===== src/rtl/hilo_ctrl_pkg.sv =====
// Shared definitions for the HI/LO sequencer: op codes, FSM states, the
// {hi,lo} payload type and a small magnitude helper.
package hilo_ctrl_pkg;

  localparam int unsigned XLEN           = 32;
  localparam int unsigned HILO_W         = 64;
  localparam int unsigned DIV_CYCLES_DEF = 32;

  typedef enum logic [2:0] {
    OP_NONE  = 3'd0,
    OP_MULT  = 3'd1,
    OP_MULTU = 3'd2,
    OP_DIV   = 3'd3,
    OP_DIVU  = 3'd4,
    OP_MTHI  = 3'd5,
    OP_MTLO  = 3'd6
  } op_e;

  typedef enum logic [2:0] {
    ST_IDLE = 3'd0,
    ST_MUL  = 3'd1,
    ST_DIV  = 3'd2,
    ST_DONE = 3'd3,
    ST_HOLD = 3'd4
  } state_e;

  typedef struct packed {
    logic [XLEN-1:0] hi;
    logic [XLEN-1:0] lo;
  } hilo_t;

  // Two's-complement magnitude when en is set; 0x80000000 maps to itself,
  // which is the correct unsigned magnitude.
  function automatic logic [XLEN-1:0] mag(input logic [XLEN-1:0] x, input logic en);
    return (en && x[XLEN-1]) ? (~x + XLEN'(1)) : x;
  endfunction

endpackage


===== src/rtl/div_iter.sv =====
// Unsigned radix-2 restoring divider, one quotient bit per cycle.
// Ports: clk, rst (sync, active-high), start (load operands), abort (drop
// the running division), dividend/divisor in; done pulses in the cycle of
// the final iteration, with quotient/remainder valid in that same cycle.
module div_iter
  import hilo_ctrl_pkg::*;
#(
  parameter int unsigned DIV_CYCLES = DIV_CYCLES_DEF
) (
  input  logic            clk,
  input  logic            rst,
  input  logic            start,
  input  logic            abort,
  input  logic [XLEN-1:0] dividend,
  input  logic [XLEN-1:0] divisor,
  output logic            done,
  output logic [XLEN-1:0] quotient,
  output logic [XLEN-1:0] remainder
);

  localparam int unsigned CNT_W = $clog2(DIV_CYCLES + 1);

  logic [XLEN-1:0]  rem_q, rem_d;
  logic [XLEN-1:0]  quo_q, quo_d;
  logic [XLEN-1:0]  dvs_q, dvs_d;
  logic [CNT_W-1:0] cnt_q, cnt_d;
  logic             active_q, active_d;

  logic [XLEN:0]    rem_sh;
  logic [XLEN:0]    diff;
  logic [XLEN-1:0]  step_rem;
  logic [XLEN-1:0]  step_quo;

  // One restoring step: shift in the next dividend bit, try the subtract.
  always_comb begin
    rem_sh   = {rem_q, quo_q[XLEN-1]};
    diff     = rem_sh - {1'b0, dvs_q};
    step_rem = diff[XLEN] ? rem_sh[XLEN-1:0] : diff[XLEN-1:0];
    step_quo = {quo_q[XLEN-2:0], ~diff[XLEN]};
  end

  // The final step's result is presented combinationally alongside done.
  assign quotient  = step_quo;
  assign remainder = step_rem;

  always_comb begin
    rem_d    = rem_q;
    quo_d    = quo_q;
    dvs_d    = dvs_q;
    cnt_d    = cnt_q;
    active_d = active_q;
    done     = 1'b0;
    if (abort) begin
      active_d = 1'b0;
    end else if (start) begin
      rem_d    = '0;
      quo_d    = dividend;
      dvs_d    = divisor;
      cnt_d    = '0;
      active_d = 1'b1;
    end else if (active_q) begin
      rem_d = step_rem;
      quo_d = step_quo;
      cnt_d = cnt_q + CNT_W'(1);
      if (cnt_q == CNT_W'(DIV_CYCLES - 1)) begin
        done     = 1'b1;
        active_d = 1'b0;
      end
    end
  end

  always_ff @(posedge clk) begin
    if (rst) begin
      rem_q    <= '0;
      quo_q    <= '0;
      dvs_q    <= '0;
      cnt_q    <= '0;
      active_q <= 1'b0;
    end else begin
      rem_q    <= rem_d;
      quo_q    <= quo_d;
      dvs_q    <= dvs_d;
      cnt_q    <= cnt_d;
      active_q <= active_d;
    end
  end

endmodule


===== src/rtl/hilo_ctrl.sv =====
// HI/LO write sequencer for MULT/MULTU/DIV/DIVU/MTHI/MTLO issued from EX.
// Ports: clk, rst (sync, active-high); start_valid_i/op_i/a_i/b_i describe
// the EX instruction, hilo_i is the current {hi,lo}; stall_i/flush_i come
// from the pipeline. stall_o freezes IF..EX, busy_o is state != IDLE, and
// hilo_we_o/hilo_wdata_o form the single HI/LO write port.
module hilo_ctrl
  import hilo_ctrl_pkg::*;
#(
  parameter int unsigned DIV_CYCLES = DIV_CYCLES_DEF
) (
  input  logic                clk,
  input  logic                rst,
  input  logic                start_valid_i,
  input  logic [2:0]          op_i,
  input  logic [XLEN-1:0]     a_i,
  input  logic [XLEN-1:0]     b_i,
  input  logic [HILO_W-1:0]   hilo_i,
  input  logic                stall_i,
  input  logic                flush_i,
  output logic                stall_o,
  output logic                busy_o,
  output logic                hilo_we_o,
  output logic [HILO_W-1:0]   hilo_wdata_o
);

  state_e          state_q, state_d;
  hilo_t           result_q, result_d;
  logic [XLEN-1:0] a_q, a_d;
  logic [XLEN-1:0] b_q, b_d;
  logic            sgn_q, sgn_d;
  logic            q_neg_q, q_neg_d;
  logic            r_neg_q, r_neg_d;

  op_e             op_c;
  logic            accept_c;
  logic            kill_c;
  logic            div_signed_c;
  logic [HILO_W-1:0] mul_a_c, mul_b_c;

  logic            div_start, div_abort, div_done;
  logic [XLEN-1:0] div_dividend, div_divisor, div_quo, div_rem;

  assign op_c     = op_e'(op_i);
  assign kill_c   = rst | flush_i;
  assign accept_c = (state_q == ST_IDLE) & start_valid_i & ~stall_i & ~flush_i
                    & (op_c != OP_NONE);
  assign busy_o   = (state_q != ST_IDLE);

  // Divider sees magnitudes for DIV; signs are reapplied on completion.
  assign div_signed_c = (op_c == OP_DIV);
  assign div_dividend = mag(a_i, div_signed_c);
  assign div_divisor  = mag(b_i, div_signed_c);
  assign div_abort    = flush_i;

  // Operands extended to 64 bits so one multiplier covers both signednesses.
  assign mul_a_c = sgn_q ? {{XLEN{a_q[XLEN-1]}}, a_q} : {{XLEN{1'b0}}, a_q};
  assign mul_b_c = sgn_q ? {{XLEN{b_q[XLEN-1]}}, b_q} : {{XLEN{1'b0}}, b_q};

  div_iter #(
    .DIV_CYCLES(DIV_CYCLES)
  ) u_div (
    .clk       (clk),
    .rst       (rst),
    .start     (div_start),
    .abort     (div_abort),
    .dividend  (div_dividend),
    .divisor   (div_divisor),
    .done      (div_done),
    .quotient  (div_quo),
    .remainder (div_rem)
  );

  // Next state and write-port control.
  always_comb begin
    state_d      = state_q;
    result_d     = result_q;
    a_d          = a_q;
    b_d          = b_q;
    sgn_d        = sgn_q;
    q_neg_d      = q_neg_q;
    r_neg_d      = r_neg_q;
    div_start    = 1'b0;
    stall_o      = 1'b0;
    hilo_we_o    = 1'b0;
    hilo_wdata_o = '0;

    if (kill_c) begin
      state_d = ST_IDLE;
    end else begin
      case (state_q)
        ST_IDLE: begin
          if (accept_c) begin
            case (op_c)
              OP_MTHI: begin
                hilo_we_o    = 1'b1;
                hilo_wdata_o = {a_i, hilo_i[XLEN-1:0]};
              end
              OP_MTLO: begin
                hilo_we_o    = 1'b1;
                hilo_wdata_o = {hilo_i[HILO_W-1:XLEN], a_i};
              end
              OP_MULT, OP_MULTU: begin
                stall_o = 1'b1;
                a_d     = a_i;
                b_d     = b_i;
                sgn_d   = (op_c == OP_MULT);
                state_d = ST_MUL;
              end
              OP_DIV, OP_DIVU: begin
                stall_o = 1'b1;
                if (b_i == '0) begin
                  // Divide by zero bypasses the iteration entirely.
                  result_d = '{hi: a_i, lo: '1};
                  state_d  = ST_DONE;
                end else begin
                  div_start = 1'b1;
                  q_neg_d   = div_signed_c & (a_i[XLEN-1] ^ b_i[XLEN-1]);
                  r_neg_d   = div_signed_c & a_i[XLEN-1];
                  state_d   = ST_DIV;
                end
              end
              default: ;
            endcase
          end
        end
        ST_MUL: begin
          stall_o  = 1'b1;
          result_d = hilo_t'(mul_a_c * mul_b_c);
          state_d  = ST_DONE;
        end
        ST_DIV: begin
          stall_o = 1'b1;
          if (div_done) begin
            result_d.lo = q_neg_q ? (~div_quo + XLEN'(1)) : div_quo;
            result_d.hi = r_neg_q ? (~div_rem + XLEN'(1)) : div_rem;
            state_d     = ST_DONE;
          end
        end
        ST_DONE: begin
          hilo_we_o    = 1'b1;
          hilo_wdata_o = result_q;
          state_d      = stall_i ? ST_HOLD : ST_IDLE;
        end
        ST_HOLD: begin
          // Keeps the still-present EX instruction from being accepted again.
          if (!stall_i) state_d = ST_IDLE;
        end
        default: state_d = ST_IDLE;
      endcase
    end
  end

  always_ff @(posedge clk) begin
    if (rst) begin
      state_q  <= ST_IDLE;
      result_q <= '0;
      a_q      <= '0;
      b_q      <= '0;
      sgn_q    <= 1'b0;
      q_neg_q  <= 1'b0;
      r_neg_q  <= 1'b0;
    end else begin
      state_q  <= state_d;
      result_q <= result_d;
      a_q      <= a_d;
      b_q      <= b_d;
      sgn_q    <= sgn_d;
      q_neg_q  <= q_neg_d;
      r_neg_q  <= r_neg_d;
    end
  end

endmodule


===== config.mk =====
export PLATFORM = sky130hd
export DESIGN_NAME = hilo_ctrl
export DESIGN_NICKNAME = d
export VERILOG_FILES = /design/src/rtl/hilo_ctrl_pkg.sv /design/src/rtl/div_iter.sv /design/src/rtl/hilo_ctrl.sv
export SDC_FILE = /design/constraint.sdc
export NUM_CORES = 2
export LEC_CHECK = 0
export ABC_AREA = 1
export CORE_MARGIN = 4
export CORE_UTILIZATION = 29
export CTS_CLUSTER_SIZE = 40
export DETAILED_ROUTE_END_ITERATION = 8
export MAX_ROUTING_LAYER = met4
export PLACE_DENSITY_LB_ADDON = 0.15
export SYNTH_ARGS = -nofsm -noshare
export SYNTH_HDL_FRONTEND = slang
export SYNTH_HIERARCHICAL = 1
export SYNTH_SLANG_ARGS = --single-unit

===== constraint.sdc =====
create_clock -name clk -period 23.3 [get_ports clk]
set_input_delay 4.66 -clock clk [delete_from_list [all_inputs] [get_ports clk]]
set_output_delay 4.66 -clock clk [all_outputs]
set_load 0.02 [all_outputs]

After elaboration in Yosys (flattened, before gate mapping)
Index checks and enable logic that the tools add are counted.

Register bits after elaboration: 237. Input port bits: 136. Output and inout port bits: 67. Word-level logic and storage cells: 124.

Reduce and logical (&&, ||, !) cells: 21. $add $sub $neg: 6. Multiply operators: 1. Bitwise logic cells: 17. Muxes and demuxes: 49. Eq/ne operators: 17.

Operators by type and width (number): 2-to-1 mux 64 bit (8); 2-to-1 mux 32 bit (9); one-hot mux 64 bit (2 select lines) (2); one-hot mux 64 bit (3 select lines) (1); adder 32 x 1 -> 32 bit, second input constant (4); inverter 32 bit (4); multiplier 64 x 64 -> 64 bit (1); subtractor 33 x 32 -> 33 bit (1); logical NOT 32 bit (1); 2-to-1 mux 1 bit (19); one-hot mux 3 bit (5 select lines) (1); equality test 3 x 2 -> 1 bit, second input constant (4); equality test 3 bit, second input constant (4); 2-to-1 mux 3 bit (4); 2-to-1 mux 6 bit (2); OR reduction 2 bit (6); nonzero test 3 bit (3); AND reduction 4 bit (2); adder 6 x 1 -> 6 bit, second input constant (1); bitwise AND 1 bit (6); equality test 3 x 1 -> 1 bit, second input constant (2); equality test 6 x 5 -> 1 bit, second input constant (1); inequality test 2 bit, second input constant (3); one-hot mux 3 bit (2 select lines) (1); other kinds (13) (21).

Longest topological paths before layout
Word-level depth: 12. Depth in mapped cells: 39. Gate-level depth less buffers: 38.

Modules after synthesis
Netlist, hierarchy kept.

Modules (own cells, without submodules): hilo_ctrl (seq. area each 2682.6 um^2, cells each 7849, area an instance 59897.4 um^2, times used 1); div_iter (seq. area each 2062.0 um^2, cells each 1213, area an instance 7362.1 um^2, times used 1).

Worst setup path before layout
No wires, ideal clock.

Path type: input to output. Start: input op_i[2]. End: output hilo_wdata_o[23]. Cell stages on the path: 7. Required time: 18640 ps. Buffers on the path: 1. Path slack: 12612 ps. Data arrival time: 6028 ps. Path through: inv_1 > nor3_1 > inv_1 > clkbuf_1 > o21ai_0 > nand2_1 > a21oi_1.

Cells in the longest elaborated chain, start to end: 5. Elaborated cells between the ends (all ways): 8. Those cells by class: eq/ne (2); mux (4); bitwise (1); reduce/logical (1).

Ends and longest elaborated chain: from (decl) (RTL line hilo_ctrl.sv:14) `input logic [2:0] op_i,`; equality test 3 bit / nonzero test 3 bit (equally long branches) (RTL line hilo_ctrl.sv:93, hilo_ctrl.sv:46); one-hot mux 64 bit (2 select lines) / bitwise AND 1 bit (equally long branches) (RTL line hilo_ctrl.sv:93, hilo_ctrl.sv:46); 2-to-1 mux 64 bit * (RTL line hilo_ctrl.sv:92) `if (accept_c) begin`; one-hot mux 64 bit (2 select lines) * (RTL line hilo_ctrl.sv:90) `case (state_q)`; 2-to-1 mux 64 bit * (RTL line hilo_ctrl.sv:87) `if (kill_c) begin`; to (decl) (RTL line hilo_ctrl.sv:23) `output logic [HILO_W-1:0] hilo_wdata_o`.

Every way passes the cells marked *; elsewhere a longest branch is shown, timed or not.

Worst setup path in the final report
Start: input op_i[2]. End: output hilo_wdata_o[17].

The elaborated chain is that of the path after synthesis.

==> reports/qor.csv <==
stage,metric,value,unit
status,status,"finished, final reports clean",
setup_path,path_class,in2out,
drt,initialDrtViolationCount,4084,
sta,hold_viol,0,
drt,antenna_left,0,
die,die-area,240000,sq um
grt,grt_usage,23.5,%
drt,vias,56300,
logic_synthesis,synth_edf_count,0,
sta,worst_slew_pin_slew,1.25,ns
logic_synthesis,syn_inst,9062,
sta,fin_crit,12.46,ns
power,leakage,40.0,nW
sta,hold_slack,0.450,ns
die,die_h,490,microns
drt,wl_per_cell,22.4,microns
die,io_pins,203,
power,p_per_area,16.1,nW/um^2
setup_path,arrival,7.80,ns
clock_network,cts_sinks,237,
logic_synthesis,syn_area,67300,sq um
finish,final_common_cell,inv_1,
die,start_util,29.2,%
die,core_area,230000,sq um
logic_synthesis,yosysUniqueCellTypes,66,
power,vdd_drop_max,59.0,uV
finish,final_cell_mix,"inv_1, nand2_1, fa_1",
sta,slew_viol_final,0,
sta,slew_headroom,16.1,%
clock_network,clk_latency,0.63,ns
die,rows,176,
logic_synthesis,ys_ff_latch,237,
flow_run,drv_cap,0,
grt,grt_pass1_wl,408000,microns
logic_synthesis,postSynthAreaPerCell,7.42,sq um
setup_path,end_kind,primary output,
sta,max_freq,80.2,MHz
clock_network,cts.path.max_buffers,3,
logic_synthesis,syn_nets,11000,
logic_synthesis,synth_top_area_share,42.3,%
placement,gp_congestion,0.947,
die,die_w,490,microns
sta,rsz0062_at_grt,false,
setup_path,worst_setup_path_start_kind,primary input,
setup_path,worstPathMaxFanout,33,
drt,vias_per_cell,4.67,
grt,antenna_found_initial,27,
finish,nNetsFinal,10900,
logic_synthesis,synth_flop_cell,dfxtp_1,
grt,grt_max_degree,72,
grt,grt_pass1_vias,60400,
clock_network,cts_setup_buffers,0,
clock_network,ctsResizeCount,0,
sta,tns,0,ns
sta,setup_viol,0,
logic_synthesis,asyncSetResetFlopFracSynth,0,%
logic_synthesis,seq_area_frac_synth,7.05,%
sta,fin_worst_skew,0.0282,ns
sta,fin_ws,10.84,ns
drt,drt_pass1_iterations,6,
clock_network,cts_buffers,31,
setup_path,worstPathRequired,18.64,ns
logic_synthesis,synth_area_leaders,"fa_1, inv_1, nand2_1",
finish,syn2layout_area_growth,8.87,%
placement,hpwl,226000,microns
placement,io_buffers,202,
logic_synthesis,yosysWarnings,6,
sta,period_share,53.5,%
drt,finalWirelength,270000,microns
drt,drc,0,
finish,drive_gt1_share,3.31,%
logic_synthesis,yosys.area.top_type,fa_1,
clock_network,clock-root-buffer,clkbuf_16,
min_path,hold_path_class,reg2reg,
clock_network,hold_buffers,0,
clock_network,cts_tree,yes,
clock_network,htreeDepth,1,
grt,grt_remaining_overflow,0,
placement,dp_slack,10.78,ns
clock_network,clk_pin_slew,0.06,ns
power by group:
group | internal, mW | switching (mW) | total (mW) | leakage [nW]
Sequential | 0.407 | 0.00300 | 0.410 | 1.92
Combinational | 0.0705 | 0.174 | 0.244 | 37.6
Clock | 0.304 | 0.219 | 0.523 | 0.521
state kept, by name, summed over array words and instances, names as in the netlist:
register and count:
u_div/cnt_q 6, b_q 32, sgn_q 1, q_neg_q 1
r_neg_q 1, a_q 32, u_div/quo_q 32, result_q 64
state_q 3, u_div/active_q 1, u_div/dvs_q 32, u_div/rem_q 32
final timing paths:
path,cells after the start,slack [ns],to,startpoint
max,9,10.84,hilo_wdata_o[17],op_i[2]
max reg2reg,32,12.34,result_q[63]$_SDFFE_PP0P_,sgn_q$_SDFFE_PP0P_
min,2,0.45,b_q[21]$_SDFFE_PP0P_,b_q[21]$_SDFFE_PP0P_
min reg2reg,2,0.45,b_q[21]$_SDFFE_PP0P_,b_q[21]$_SDFFE_PP0P_
Yosys cell counts (8+ instances only):
| cell type | count |
|---|---|
| inv_2 | 8 |
| nand2_2 | 31 |
| a21o_1 | 22 |
| fa_1 | 1420 |
| nor4_1 | 13 |
| o21ai_0 | 301 |
| nand2_1 | 2106 |
| a21oi_1 | 419 |
| o21ai_1 | 64 |
| and3_1 | 12 |
| a22oi_1 | 8 |
| o211ai_1 | 13 |
| nor2_1 | 389 |
| nand3_1 | 205 |
| nor3_1 | 33 |
| buf_6 | 12 |
| ha_1 | 345 |
| o21a_1 | 9 |
| a31oi_1 | 64 |
| nand4_1 | 29 |
| buf_4 | 33 |
| nor3_2 | 8 |
| inv_1 | 2642 |
| xor2_1 | 67 |
| o21bai_1 | 11 |
| dfxtp_1 | 237 |
| nand3b_1 | 11 |
| xnor2_1 | 35 |
| buf_1 | 13 |
| clkbuf_1 | 365 |
| a21oi_2 | 8 |
| or2_2 | 23 |
| and2_1 | 30 |
metal layers:
layer / vias up / track usage [%] / part of all wire [%]
met4: 0 / 4.67 / 2.3
met2: 1514 / 37.7 / 46
met5: - / - / 0
met3: 272 / 2.74 / 5.0
li1: 25900 / - / -
met1: 28600 / 32.3 / 46
area by class of cell:
type,instances,area [sq um]
timing repair buffer,314,2860
antenna,24,60.1
sequential,237,4770
clock inverter,17,211
inverter,2656,9980
tap,3026,3790
fill,25100,157000
clock buffer,40,860
multi-input combinational,5739,50700
cell families (layout without fill, tap and decap cells):
| logic type | count (synthesis) | after routing | share of synthesized area (%) |
|---|---|---|---|
| AOI/OAI and AO/OA | 962 | 962 | 7.83 |
| xor gates and xnor gates | 102 | 102 | 1.33 |
| adders and majority gates | 1765 | 1765 | 48.7 |
| buffers and inverters | 3086 | 3027 | 17.6 |
| DFF | 237 | 237 | 7.05 |
| other | 0 | 24 | 0 |
| and+or+nand+nor | 2910 | 2910 | 17.5 |
worst max-delay path: stages:
cell             delay [ns]
clkdlybuf4s50_1        0.51
inv_1                  0.14
nor3_2                 0.17
buf_4                  0.40
inv_1                  0.60
o21ai_0                0.36
nand2_1                0.08
a21oi_1                0.18
clkdlybuf4s50_1        0.67
per-stage QoR:
stage	cells	utilization (%)	power, mW	cell area, sq um
2_1_floorplan	9062	-	0.555	67300
3_3_place_gp	12000	31.3	0.664	72100
3_5_place_dp	12000	31.3	0.663	72100
4_1_cts	12000	31.8	1.19	73200
5_1_grt	12100	31.8	1.23	73200
6_report	12100	31.8	1.18	73200
(Power assumes the default switching activity.)
